## src/rtl/logic_unit_if.sv

```systemverilog
// Handshake/bus bundle for the pipelined bitwise logic unit.
// The master side drives operands and out_ready; the slave side is the unit.
interface logic_unit_if #(parameter int WIDTH = 16);
   logic             in_valid;
   logic             in_ready;
   logic [WIDTH-1:0] in_a;
   logic [WIDTH-1:0] in_b;
   logic [2:0]       in_op;
   logic             in_acc;
   logic             acc_clr;
   logic             out_valid;
   logic             out_ready;
   logic [WIDTH-1:0] out_data;
   logic             out_zero;
   logic             out_ones;
   logic             out_parity;
   logic [WIDTH-1:0] acc_value;

   modport master (
      output in_valid, in_a, in_b, in_op, in_acc, acc_clr, out_ready,
      input  in_ready, out_valid, out_data, out_zero, out_ones, out_parity, acc_value
   );

   modport slave (
      input  in_valid, in_a, in_b, in_op, in_acc, acc_clr, out_ready,
      output in_ready, out_valid, out_data, out_zero, out_ones, out_parity, acc_value
   );
endinterface

```

## src/rtl/logic_unit_pipe.sv

```systemverilog
// Pipelined WIDTH-bit bitwise logic unit with accumulator, 1-cycle latency,
// valid/ready on both sides with full throughput.
module logic_unit_lane (
   input  logic       a,
   input  logic       b,
   input  logic [2:0] op,
   output logic       y
);
   always_comb begin
      y = a | b;
      case (op)
         3'd0: y = a | b;
         3'd1: y = a & b;
         3'd2: y = a ^ b;
         3'd3: y = ~(a | b);
         3'd4: y = ~(a & b);
         3'd5: y = ~(a ^ b);
         3'd6: y = a & ~b;
         3'd7: y = a;
         default: y = a | b;
      endcase
   end
endmodule

module logic_unit_pipe #(
   parameter int WIDTH = 16
) (
   input logic         clk,
   input logic         rst,
   logic_unit_if.slave bus
);
   logic [WIDTH-1:0] acc_q;
   logic [WIDTH-1:0] acc_src;
   logic [WIDTH-1:0] b_eff;
   logic [WIDTH-1:0] result;
   logic [WIDTH-1:0] data_q;
   logic             valid_q;
   logic             zero_q;
   logic             ones_q;
   logic             parity_q;
   logic             in_ready;
   logic             accept;

   // A clear in the same cycle as an accumulate beat makes the op see B=0.
   assign acc_src  = bus.acc_clr ? '0 : acc_q;
   assign b_eff    = bus.in_acc ? acc_src : bus.in_b;
   assign in_ready = ~valid_q | bus.out_ready;
   assign accept   = bus.in_valid & in_ready;

   genvar i;
   generate
      for (i = 0; i < WIDTH; i++) begin : g_lane
         logic_unit_lane u_lane (
            .a  (bus.in_a[i]),
            .b  (b_eff[i]),
            .op (bus.in_op),
            .y  (result[i])
         );
      end
   endgenerate

   always_ff @(posedge clk) begin
      if (rst) begin
         valid_q  <= 1'b0;
         data_q   <= '0;
         zero_q   <= 1'b0;
         ones_q   <= 1'b0;
         parity_q <= 1'b0;
         acc_q    <= '0;
      end else begin
         if (accept) begin
            valid_q  <= 1'b1;
            data_q   <= result;
            zero_q   <= (result == '0);
            ones_q   <= (result == '1);
            parity_q <= ^result;
         end else if (bus.out_ready) begin
            valid_q  <= 1'b0;
         end
         // Clear is independent of the handshake, so it also lands during a stall.
         if (accept && bus.in_acc)
            acc_q <= result;
         else if (bus.acc_clr)
            acc_q <= '0;
      end
   end

   assign bus.in_ready   = in_ready;
   assign bus.out_valid  = valid_q;
   assign bus.out_data   = data_q;
   assign bus.out_zero   = zero_q;
   assign bus.out_ones   = ones_q;
   assign bus.out_parity = parity_q;
   assign bus.acc_value  = acc_q;
endmodule

```

## src/flat_wrapper.sv

```systemverilog
// flat-port wrapper written by rule: the top's interface ports become plain ports
module logic_unit_pipe_flat 
#(
   parameter int WIDTH = 16
)
  (clk, rst, bus_in_valid, bus_in_a, bus_in_b, bus_in_op, bus_in_acc, bus_acc_clr, bus_out_ready, bus_in_ready, bus_out_valid, bus_out_data, bus_out_zero, bus_out_ones, bus_out_parity, bus_acc_value);
  logic_unit_if #(.WIDTH(WIDTH)) bus_i ();
  input logic clk;
  input logic rst;
  input wire logic [$bits(bus_i.in_valid)-1:0] bus_in_valid;
  input wire logic [$bits(bus_i.in_a)-1:0] bus_in_a;
  input wire logic [$bits(bus_i.in_b)-1:0] bus_in_b;
  input wire logic [$bits(bus_i.in_op)-1:0] bus_in_op;
  input wire logic [$bits(bus_i.in_acc)-1:0] bus_in_acc;
  input wire logic [$bits(bus_i.acc_clr)-1:0] bus_acc_clr;
  input wire logic [$bits(bus_i.out_ready)-1:0] bus_out_ready;
  output wire logic [$bits(bus_i.in_ready)-1:0] bus_in_ready;
  output wire logic [$bits(bus_i.out_valid)-1:0] bus_out_valid;
  output wire logic [$bits(bus_i.out_data)-1:0] bus_out_data;
  output wire logic [$bits(bus_i.out_zero)-1:0] bus_out_zero;
  output wire logic [$bits(bus_i.out_ones)-1:0] bus_out_ones;
  output wire logic [$bits(bus_i.out_parity)-1:0] bus_out_parity;
  output wire logic [$bits(bus_i.acc_value)-1:0] bus_acc_value;
  assign bus_i.in_valid = bus_in_valid;
  assign bus_i.in_a = bus_in_a;
  assign bus_i.in_b = bus_in_b;
  assign bus_i.in_op = bus_in_op;
  assign bus_i.in_acc = bus_in_acc;
  assign bus_i.acc_clr = bus_acc_clr;
  assign bus_i.out_ready = bus_out_ready;
  assign bus_in_ready = bus_i.in_ready;
  assign bus_out_valid = bus_i.out_valid;
  assign bus_out_data = bus_i.out_data;
  assign bus_out_zero = bus_i.out_zero;
  assign bus_out_ones = bus_i.out_ones;
  assign bus_out_parity = bus_i.out_parity;
  assign bus_acc_value = bus_i.acc_value;
  logic_unit_pipe #(.WIDTH(WIDTH)) u_core (.clk(clk), .rst(rst), .bus(bus_i));
endmodule
```

## config.mk

```make
export PLATFORM = sky130hd
export DESIGN_NAME = logic_unit_pipe_flat
export DESIGN_NICKNAME = d
export VERILOG_FILES = /design/src/rtl/logic_unit_if.sv /design/src/rtl/logic_unit_pipe.sv /design/src/flat_wrapper.sv
export SDC_FILE = /design/constraint.sdc
export NUM_CORES = 1
export LEC_CHECK = 0
export ABC_CLOCK_PERIOD_IN_PS = 3360
export BUFFER_PORTS_ARGS = -buffer_cell sky130_fd_sc_hd__buf_2
export CAP_MARGIN = 15
export CORE_MARGIN = 2
export CORE_UTILIZATION = 34
export CTS_CLUSTER_SIZE = 20
export DETAILED_ROUTE_END_ITERATION = 12
export GPL_ROUTABILITY_DRIVEN = 0
export PLACE_DENSITY = 0.59
export REMOVE_ABC_BUFFERS = 1
export SYNTH_ARGS = -nofsm -noshare
export SYNTH_HDL_FRONTEND = slang
export SYNTH_SLANG_ARGS = --single-unit
```

## constraint.sdc

```tcl
create_clock -name clk -period 3.36 [get_ports clk]
set_input_delay 0.336 -clock clk [delete_from_list [all_inputs] [get_ports clk]]
set_output_delay 0.336 -clock clk [all_outputs]
set_load 0.1 [all_outputs]
```

# ---- Word-level counts from Yosys, hierarchy flattened
# Cells that the tools add are included.
dict set report op_classes {
  eq_ne 8
  mux 21
  n_reduce_logical 5
  n_bitwise 131
}
# cell count
set op_table {}
lappend op_table {{$pmux 1 s8} 16}
lappend op_table {{$not 1->1} 65}
lappend op_table {{$mux 16} 3}
lappend op_table {{$and 1x1->1} 33}
lappend op_table {{$or 1x1->1} 17}
lappend op_table {{$eq 16x16->1 const B} 1}
lappend op_table {{$logic_not 16->1} 1}
lappend op_table {{$reduce_xor 16->1} 1}
lappend op_table {{$xor 1x1->1} 16}
lappend op_table {{$eq 3x3->1 const B} 4}
lappend op_table {{$eq 3x2->1 const B} 2}
lappend op_table {{$eq 3x1->1 const B} 1}
lappend op_table {{$logic_not 3->1} 1}
lappend op_table {{$mux 1} 2}
lappend op_table {{$reduce_bool 2->1} 1}
lappend op_table {{$logic_and 1x1->1} 1}
dict set report word_totals {
  in_bits 41
  wordCells 171
  reg_bits 36
}

# ---- Depth between registers and ports, before layout
# Gate-level depths: netlist (run 1).
dict set report logic_depth {
  ltp_word 6
  mapped_depth 15
  depth_no_buf 14
}

# ---- Modules after synthesis
# From an unflattened synthesis (run 1), not the netlist that was laid out.
dict set report hier_totals {
  cells_unflattened 393
  area_unflattened_um2 3862.5
}
# mod cells_per_inst n_inst seq_area_each_um2 area_each_um2
set by_module_without_submodules {}
lappend by_module_without_submodules {logic_unit_pipe 217 1 720.7 1980.6}
lappend by_module_without_submodules {logic_unit_lane 11 16 0.0 117.6}

# ---- Least setup slack after synthesis (run 1)
# Ideal clock, no wire load.
dict set report synth_timing {
  path_kind {register -> register}
  from {register u_core.valid_q (netlist: u_core.bus.out_valid)}
  to {register u_core.acc_q[1] (netlist: u_core.bus.acc_value[1])}
  period_less_slack_ps 3060
  path_buffers 1
  path_stages_with_launch 7
  t_required_ps 3290
  slack_ps 300
  arrival_time_ps 2990
  cell_sequence {dfxtp_1 nand2b_1 and2_4 a211oi_2 buf_2 nand2_1 o21ai_1}
}
dict set report synth_via {
  elab_chain_len 5
}
# element line
set synth_lines {}
lappend synth_lines {{start, declared} logic_unit_pipe.sv:37} ;# logic valid_q;
lappend synth_lines {{start signal, assigned} logic_unit_pipe.sv:64} ;# valid_q <= 1'b0;
lappend synth_lines {{start signal, assigned} logic_unit_pipe.sv:72} ;# valid_q <= 1'b1;
lappend synth_lines {{start signal, assigned} logic_unit_pipe.sv:78} ;# valid_q <= 1'b0;
lappend synth_lines {{$not 1->1} logic_unit_pipe.sv:47} ;# assign in_ready = ~valid_q | bus.out_ready;
lappend synth_lines {{$or 1x1->1} logic_unit_pipe.sv:47}
lappend synth_lines {{via bus_in_ready} flat_wrapper.sv:17} ;# output wire logic [$bits(bus_i.in_ready)-1:0] bus_in_ready;
lappend synth_lines {{$and 1x1->1} logic_unit_pipe.sv:48} ;# assign accept = bus.in_valid & in_ready;
lappend synth_lines {{$logic_and 1x1->1} logic_unit_pipe.sv:81} ;# if (accept && bus.in_acc)
lappend synth_lines {{$mux 16} logic_unit_pipe.sv:81}
lappend synth_lines {{end signal, assigned} logic_unit_pipe.sv:82} ;# acc_q <= result;
lappend synth_lines {{end, declared} logic_unit_pipe.sv:32} ;# logic [WIDTH-1:0] acc_q;
# The timed path passes the listed nets, and every way through them passes these cells.
# A chain may end at the register's enable or synchronous reset.

# ---- Worst setup path in the final report (run 1)
dict set report layout_timing {
  from {input port bus_acc_clr}
  to {register u_core.parity_q (netlist: u_core.bus.out_parity)}
}
dict set report layout_via {
  elab_chain_len 6
  word_cells_on_any_way 147
  cone_classes {mux (18); bitwise (128); reduce/logical (1)}
}
# element line
set layout_lines {}
lappend layout_lines {{start, declared} flat_wrapper.sv:15} ;# input wire logic [$bits(bus_i.acc_clr)-1:0] bus_acc_clr;
lappend layout_lines {{$mux 16 (*)} --}
lappend layout_lines {{$mux 16 (*)} logic_unit_pipe.sv:46} ;# assign b_eff = bus.in_acc ? acc_src : bus.in_b;
lappend layout_lines {{$not 1->1 (tied with other cells)} logic_unit_pipe.sv:18} ;# 3'd6: y = a & ~b;
lappend layout_lines {{$and 1x1->1 (tied with other cells)} logic_unit_pipe.sv:18}
lappend layout_lines {{$pmux 1 s8} logic_unit_pipe.sv:11} ;# case (op)
lappend layout_lines {{$reduce_xor 16->1 (*)} logic_unit_pipe.sv:76} ;# parity_q <= ^result;
lappend layout_lines {{end signal, assigned} logic_unit_pipe.sv:76}
lappend layout_lines {{end, declared} logic_unit_pipe.sv:40} ;# logic parity_q;
# Mark *: on every way between the ends. The rest lies on a longest branch, timed or not.

==> results of run 1 <==
-- metrics by stage --
| stage | instances | setup slack (ns) | hold WS, ns | utilization | total power [mW] |
|---|---|---|---|---|---|
| after global placement | 615 | 0.267 | 0.436 | 0.392 | 1.26 |
| after floorplan | 397 | 0.245 | 0.405 | - | 1.08 |
| after CTS | 622 | 0.507 | 0.289 | 0.402 | 1.62 |
| final | 622 | 0.511 | 0.299 | 0.402 | 1.60 |
| after detailed placement | 615 | 0.198 | 0.441 | 0.392 | 1.27 |
| after global routing | 622 | 0.290 | 0.338 | 0.402 | 1.70 |
-- worst max-delay path, stage by stage --
cell      delay (ns)
buf_2           0.12
and2b_4         0.43
a22oi_1         0.14
inv_1           0.11
ha_1            0.26
nor2b_1         0.12
o221ai_1        0.17
a32oi_1         0.26
o21ai_2         0.13
ha_1            0.33
xnor2_1         0.20
xnor2_1         0.15
xnor2_1         0.09
a211oi_1        0.21
-- worst max-delay path by stage --
stage                                    endpoint                               from  slack, ns
2_1_floorplan  u_core.bus.acc_value[0]$_SDFF_PP0_  u_core.bus.out_valid$_SDFFE_PP0P_       0.24
3_3_place_gp   u_core.bus.out_parity$_SDFFE_PP0P_                        bus_acc_clr       0.27
3_5_place_dp   u_core.bus.out_parity$_SDFFE_PP0P_                        bus_acc_clr       0.20
4_1_cts        u_core.bus.out_parity$_SDFFE_PP0P_                        bus_acc_clr       0.51
5_1_grt        u_core.bus.out_parity$_SDFFE_PP0P_                         bus_in_acc       0.29
6_report       u_core.bus.out_parity$_SDFFE_PP0P_                        bus_acc_clr       0.51
-- cell usage in the layout, fill, tap and decap left out, types with 8 or more instances in the layout --
cell | netlist | layout
buf_2 | 7 | 77
nand2_1 | 49 | 49
dfxtp_1 | 36 | 36
nor2b_1 | 33 | 33
ha_1 | 32 | 32
o21ai_1 | 31 | 31
inv_1 | 23 | 23
nand2b_1 | 19 | 19
nor2_1 | 19 | 19
a22oi_1 | 16 | 16
o221ai_1 | 16 | 16
a32oi_1 | 16 | 16
o21ai_0 | 16 | 16
o21ai_2 | 15 | 15
a22oi_2 | 14 | 14
inv_2 | 11 | 11
o211ai_2 | 9 | 9
buf_4 | 3 | 8
-- flip-flops by register name, summed over array words and instances, names as in the netlist --
signal,cells
u_core.bus.out_ones,1
u_core.bus.out_parity,1
u_core.bus.out_valid,1
u_core.bus.acc_value,16
u_core.bus.out_zero,1
u_core.bus.out_data,16
-- layout make-up --
type                    instances  area [µm²]  share of cell area
flip-flops and latches         36         721               0.184
multi-input cells             327        2360               0.602
well taps                     133         166              0.0425
clock buffers                   7        96.3              0.0246
repair buffers                 85         445               0.114
inverters                      34         128              0.0326
-- cell usage after synthesis (6+ instances only) --
cell type / n / area (µm²)
xnor2_1: 7 / 61.3
o211ai_1: 6 / 45.0
o21ai_1: 31 / 155
ha_1: 32 / 400
inv_1: 23 / 86.3
a22oi_1: 16 / 120
o21ai_2: 15 / 131
a32oi_1: 16 / 140
clkbuf_1: 7 / 26.3
dfxtp_1: 36 / 721
nand2b_1: 19 / 119
nand2_1: 49 / 184
o21ai_0: 16 / 80.1
buf_2: 7 / 35.0
a22oi_2: 14 / 175
inv_2: 11 / 41.3
nor2b_1: 33 / 206
buf_6: 8 / 90.1
nor2_1: 19 / 71.3
o211ai_2: 9 / 113
o221ai_1: 16 / 140
-- power by group --
| group | switching, mW | internal (mW) | total [mW] |
|---|---|---|---|
| Clock | 0.159 | 0.183 | 0.342 |
| Sequential | 0.0221 | 0.459 | 0.481 |
| Combinational | 0.538 | 0.240 | 0.777 |
-- cell families after synthesis --
logic type / share of synthesized area
AND/OR/NAND/NOR: 0.220
adder cells (fa/ha/maj): 0.118
AO/OA/AOI/OAI: 0.341
flip-flops: 0.213
XOR/XNOR: 0.0181
buffers and inverters: 0.0902
-- metal layers --
metal / wire length [µm] / track usage / up-vias
li1: - / - / 1659
met1: 4560 / 0.242 / 1541
met2: 4490 / 0.305 / 93
met3: 565 / 0.0346 / 14
met4: 172 / 0.0434 / 2
met5: 11 / 0 / -
==> summary.md, run 1 <==
| Metric | Value |
|---|---|
| Final Skew | `roughly 0.0076 ns` |
| Wire per inst | `around 16 µm` |
| Fin. max-slew vios | `0` |
| Final instance area | `a little under 4000 µm²` |
| CTS tree | `yes` |
| Iteration-0 DRC count of the detailed router | `195` |
| Crit path capture type | `register` |
| CP startpoint kind | `primary input` |
| CTS buffer count | `5` |
| Post-DP HPWL | `roughly 7300 µm` |
| Asr flop ratio synth | `0` |
| Distinct cells, synth | `between 40 and 50` |
| Critical path class | `primary input to register` |
| Max Cap Viol | `0` |
| Dpl cell area | `3820 µm²` |
| Worst skew pair latency | `between 0.2 and 0.3 ns` |
| Share of the clock period used by the worst path | `0.848` |
| Worst slew margin | `0.332` |
| Worst Reg2Reg Path Length in Cells | `12` |
| Tightest Pin Transition | `~1.0 ns` |
| Clock sink count | `36` |
| R2R Path End | `u_core.bus.out_parity$_SDFFE_PP0P_` |
| Core box area | `9730 µm²` |
| Vias in the first global route | `around 3200` |
| Via density | `5.32` |
| Mapped Area | `3380 µm²` |
| Pwr dens | `409 nW/µm²` |
| Largest net degree at the start of global routing | `30` |
| Grt total ovfl | `0` |
| LEAKAGE | `approximately 1.7 nW` |
| Minimum clock period | `roughly 2.8 ns` |
| Maximum vdd drop | `0.000259 V` |
| Area Overhead vs Synth | `15.7%` |
| RSZ-0062 raised after global routing | `no` |
| Drt pass-1 iters | `5` |
| Starting Density | `0.348` |
| Worst-path clk slew | `roughly 0.070 ns` |
| DRT antenna net count | `0` |
| Antenna Cells | `0` |
| Hold_sp | `bus_in_valid` |
| Share of cells above drive strength 1 | `0.301` |
| Syn_area_per_cell | `roughly 8 µm²` |
| Hold Vio Cnt, Final | `0` |
| First-pass GRT wire length | `between 15000 and 20000 µm` |
| # hold bufs at CTS | `0` |
| Post CTS Setup Buffer Count | `0` |
| Routed vias | `about 3300` |
| Worst r2r src | `u_core.bus.acc_value[12]$_SDFF_PP0_` |
| Number of placed I/O pins | `a little under 80` |
| Setup violations, final | `0` |
| Main flop type after synthesis | `dfxtp_1` |
| Part of the Yosys area used for sequential elements | `0.213` |
| Final WL | `slightly below 10000 µm` |
| Die W | `around 100 µm` |
| Mapped Cells | `423` |
| Die ar. | `between 10000 and 15000 µm²` |
| Fmax | `approximately 350 MHz` |
| DRC errors left | `0` |
| GRT Util Overall | `0.182` |
| Outcome | `finished, final reports clean` |
| Max FO, Critical Path | `15` |
| Nets | `562` |
| Root Driver | `clkbuf_8` |
| EDFF count, synth | `0` |
| # port buffers | `between 70 and 80` |
| CTS max path bufs | `2` |
| Critical path data arrival time | `between 3 and 4 ns` |
| Hold WC Path Type | `primary input to register` |
| Synth Register Bits | `36` |
| Post-CTS resize count | `0` |
| Initial antenna violation count | `1` |
| Worst hold stages | `3` |
| FF-to-FF setup slack | `roughly 0.66 ns` |
| Final setup TNS | `0 ns` |
| Row count | `36` |
| # H-tree levels | `2` |
| Hold Path End | `u_core.bus.out_valid$_SDFFE_PP0P_` |
| Filler instances | `a little over 1000` |
| Crit path required time | `between 3 and 4 ns` |
| Synth warn | `0` |
| Die height | `104 µm` |
Power figures use the tool's default switching activity.
==> run 2: changes to the inputs <==
ABC_CLOCK_PERIOD_IN_PS = 2400   (was 3360)
PLACE_DENSITY = 0.61   (was 0.59)
clock period = 2.4 ns   (was 3.36 ns; I/O delays follow)
==> run 2 against run 1 <==
The run now ends with negative setup slack left. Sequential power grew 40%. Clock power grew 36%. Core utilization grew 14 points. Power grew 65%. Critical path depth grew 1. Register-to-register slack lost 0.86 ns. Global-route usage grew 3.2 points. Largest cell class unchanged. Largest power group unchanged.
==> summary.md, run 2 (synthesized netlist as in run 1, its figures left out) <==
| Metric | Value |
|---|---|
| Crit path required time | `about 2.6 ns` |
| Starting Density | `0.348` |
| Max FO, Critical Path | `7` |
| CTS max path bufs | `2` |
| LEAKAGE | `about 2.3 nW` |
| DRT antenna net count | `0` |
| # hold bufs at CTS | `0` |
| Final WS setup | `-0.211 ns` |
| Worst-case hold slack | `0.195 ns` |
| Met3 GRT Util | `0.0277` |
| Setup violations, final | `2` |
| DRC errors left | `0` |
| Hold WC Path Type | `primary input to register` |
| GRT Max-Usage Layer | `met2` |
| Routed vias | `between 3000 and 4000` |
| Minimum clock period | `2.61 ns` |
| # port buffers | `77` |
| Via density | `between 5 and 6` |
| CTS buffer count | `5` |
| Clock sink count | `36` |
| Met1 GRT Util | `0.282` |
| Commonest non-fill, non-tap cell in the layout | `buf_4` |
| Crit-path slowest cell | `ha_1` |
| Critical path class | `primary input to register` |
| Row count | `36` |
| Final Skew | `0.0132 ns` |
| Die W | `104 µm` |
| CTS tree | `yes` |
| Pwr dens | `~500 nW/µm²` |
| Largest net degree at the start of global routing | `18` |
| Grt total ovfl | `0` |
| Max incr delay on CP | `0.33 ns` |
| Dpl cell area | `around 4600 µm²` |
| Final instance area | `around 5300 µm²` |
| Maximum vdd drop | `between 0.0005 and 0.0006 V` |
| Antenna Cells | `0` |
| Wire per inst | `about 16 µm` |
| Core box area | `between 9000 and 10000 µm²` |
| RSZ-0062 raised after global routing | `yes` |
| Fin. max-slew vios | `0` |
| CP bufs+invs | `3` |
| Crit path capture type | `register` |
| Worst skew pair latency | `approximately 0.3 ns` |
| GRT Util Overall | `0.215` |
| Initial antenna violation count | `0` |
| Nets | `between 600 and 700` |
| Number of placed I/O pins | `78` |
| Filler instances | `913` |
| CP startpoint | `bus_in_acc` |
| Top cell by count, worst path | `xnor2_2` |
| Commonest cells after routing, fill and taps aside | `buf_4, buf_2, nand2_1` |
| # H-tree levels | `2` |
| Worst slew margin | `0.582` |
| Die ar. | `roughly 11000 µm²` |
| Worst slack, placed | `-0.705 ns` |
| CP Cell Sequence | `buf_8 > and2b_4 > buf_12 > a22oi_2 > inv_2 > ha_4 > nor2b_2 > o221ai_2 > a32oi_2 > o21ai_2 > ha_1 > xnor2_2 > xnor2_2 > xnor2_1 > a211oi_1` |
| Hold Vio Cnt, Final | `0` |
| First-pass GRT wire length | `~19000 µm` |
| Met2 Use GR | `0.376` |
| Hold_sp | `bus_in_valid` |
| Worst r2r src | `u_core.bus.acc_value[2]$_SDFF_PP0_` |
| Drt pass-1 iters | `4` |
| Post-DP HPWL | `8760 µm` |
| Worst-path clk slew | `roughly 0.08 ns` |
| Iteration-0 DRC count of the detailed router | `around 200` |
| Fmax | `383 MHz` |
| Critical path data arrival time | `approximately 2.8 ns` |
| CP delay by family, top | `compound AO/OA/AOI/OAI gates` |
| Die height | `a little over 100 µm` |
| CP startpoint kind | `primary input` |
| Tightest Pin Transition | `about 0.63 ns` |
| Vias in the first global route | `~3800` |
| Root Driver | `clkbuf_8` |
| Share of the clock period used by the worst path | `1.09` |
| Violated checks | `negative setup slack` |
| Share of cells above drive strength 1 | `0.525` |
| Final WL | `12000 µm` |
| Area Overhead vs Synth | `55.3%` |
| Max Cap Viol | `0` |
| Outcome | `finished, violations left` |
[run 2: changes by cell type in the layout (fill, tap and decap cells not counted), moves of 8 or more]
cell,delta
nor2b_2,+8
buf_4,+112
ha_1,-16
o221ai_2,+8
ha_4,+16
o221ai_1,-8
nor2b_1,-8
[run 2: worst paths after layout]
check,endpoint,slack (ns),cells past startpoint
hold / removal,u_core.bus.out_valid$_SDFFE_PP0P_,0.19,3
setup / recovery,u_core.bus.out_parity$_SDFFE_PP0P_,-0.21,15
hold reg to reg,u_core.bus.out_data[11]$_SDFFE_PP0P_,0.46,2
setup reg to reg,u_core.bus.out_parity$_SDFFE_PP0P_,-0.20,12
[run 2: per-layer routing]
metal,share of wire,vias up
met5,0,-
met4,0.0068,0
met1,0.46,1851
met2,0.49,96
li1,-,1901
met3,0.047,7
[run 2: where the power goes]
| part | switching, mW | leakage (nW) | internal [mW] |
|---|---|---|---|
| registers | 0.0297 | 0.295 | 0.642 |
| logic | 0.891 | 2.01 | 0.612 |
| clock network | 0.259 | 0.0445 | 0.206 |
| total | 1.18 | 2.35 | 1.46 |
[run 2: what timing repair did]
item                       CTS  global route
pin swaps                   39            29
setup buffers               10             7
setup endpoints to repair    2             3
gates resized for setup     25            39
[run 2: worst min-delay path: stages]
cell,delay (ns)
buf_2,0.11
inv_1,0.05
a21oi_1,0.05
[run 2: stage by stage]
stage	instances	setup TNS (ns)	power [mW]	utilization
6_report	742	-0.300	2.64	0.540
5_1_grt	742	-0.571	2.77	0.540
4_1_cts	735	-0.250	2.52	0.512
3_5_place_dp	717	-1.32	1.98	0.474
3_3_place_gp	717	-1.01	1.95	0.474
2_1_floorplan	397	-22.43	1.51	-
[run 2: area by class of cell]
| type | instances | area [µm²] | share of cell area |
|---|---|---|---|
| Clock inverter | 3 | 21.3 | 0.00405 |
| Timing Repair Buffer | 204 | 1420 | 0.270 |
| Sequential cell | 36 | 722 | 0.137 |
| Inverter | 34 | 135 | 0.0257 |
| Multi-Input combinational cell | 327 | 2730 | 0.519 |
| Clock buffer | 5 | 68.8 | 0.0131 |
| Tap cell | 133 | 166 | 0.0317 |
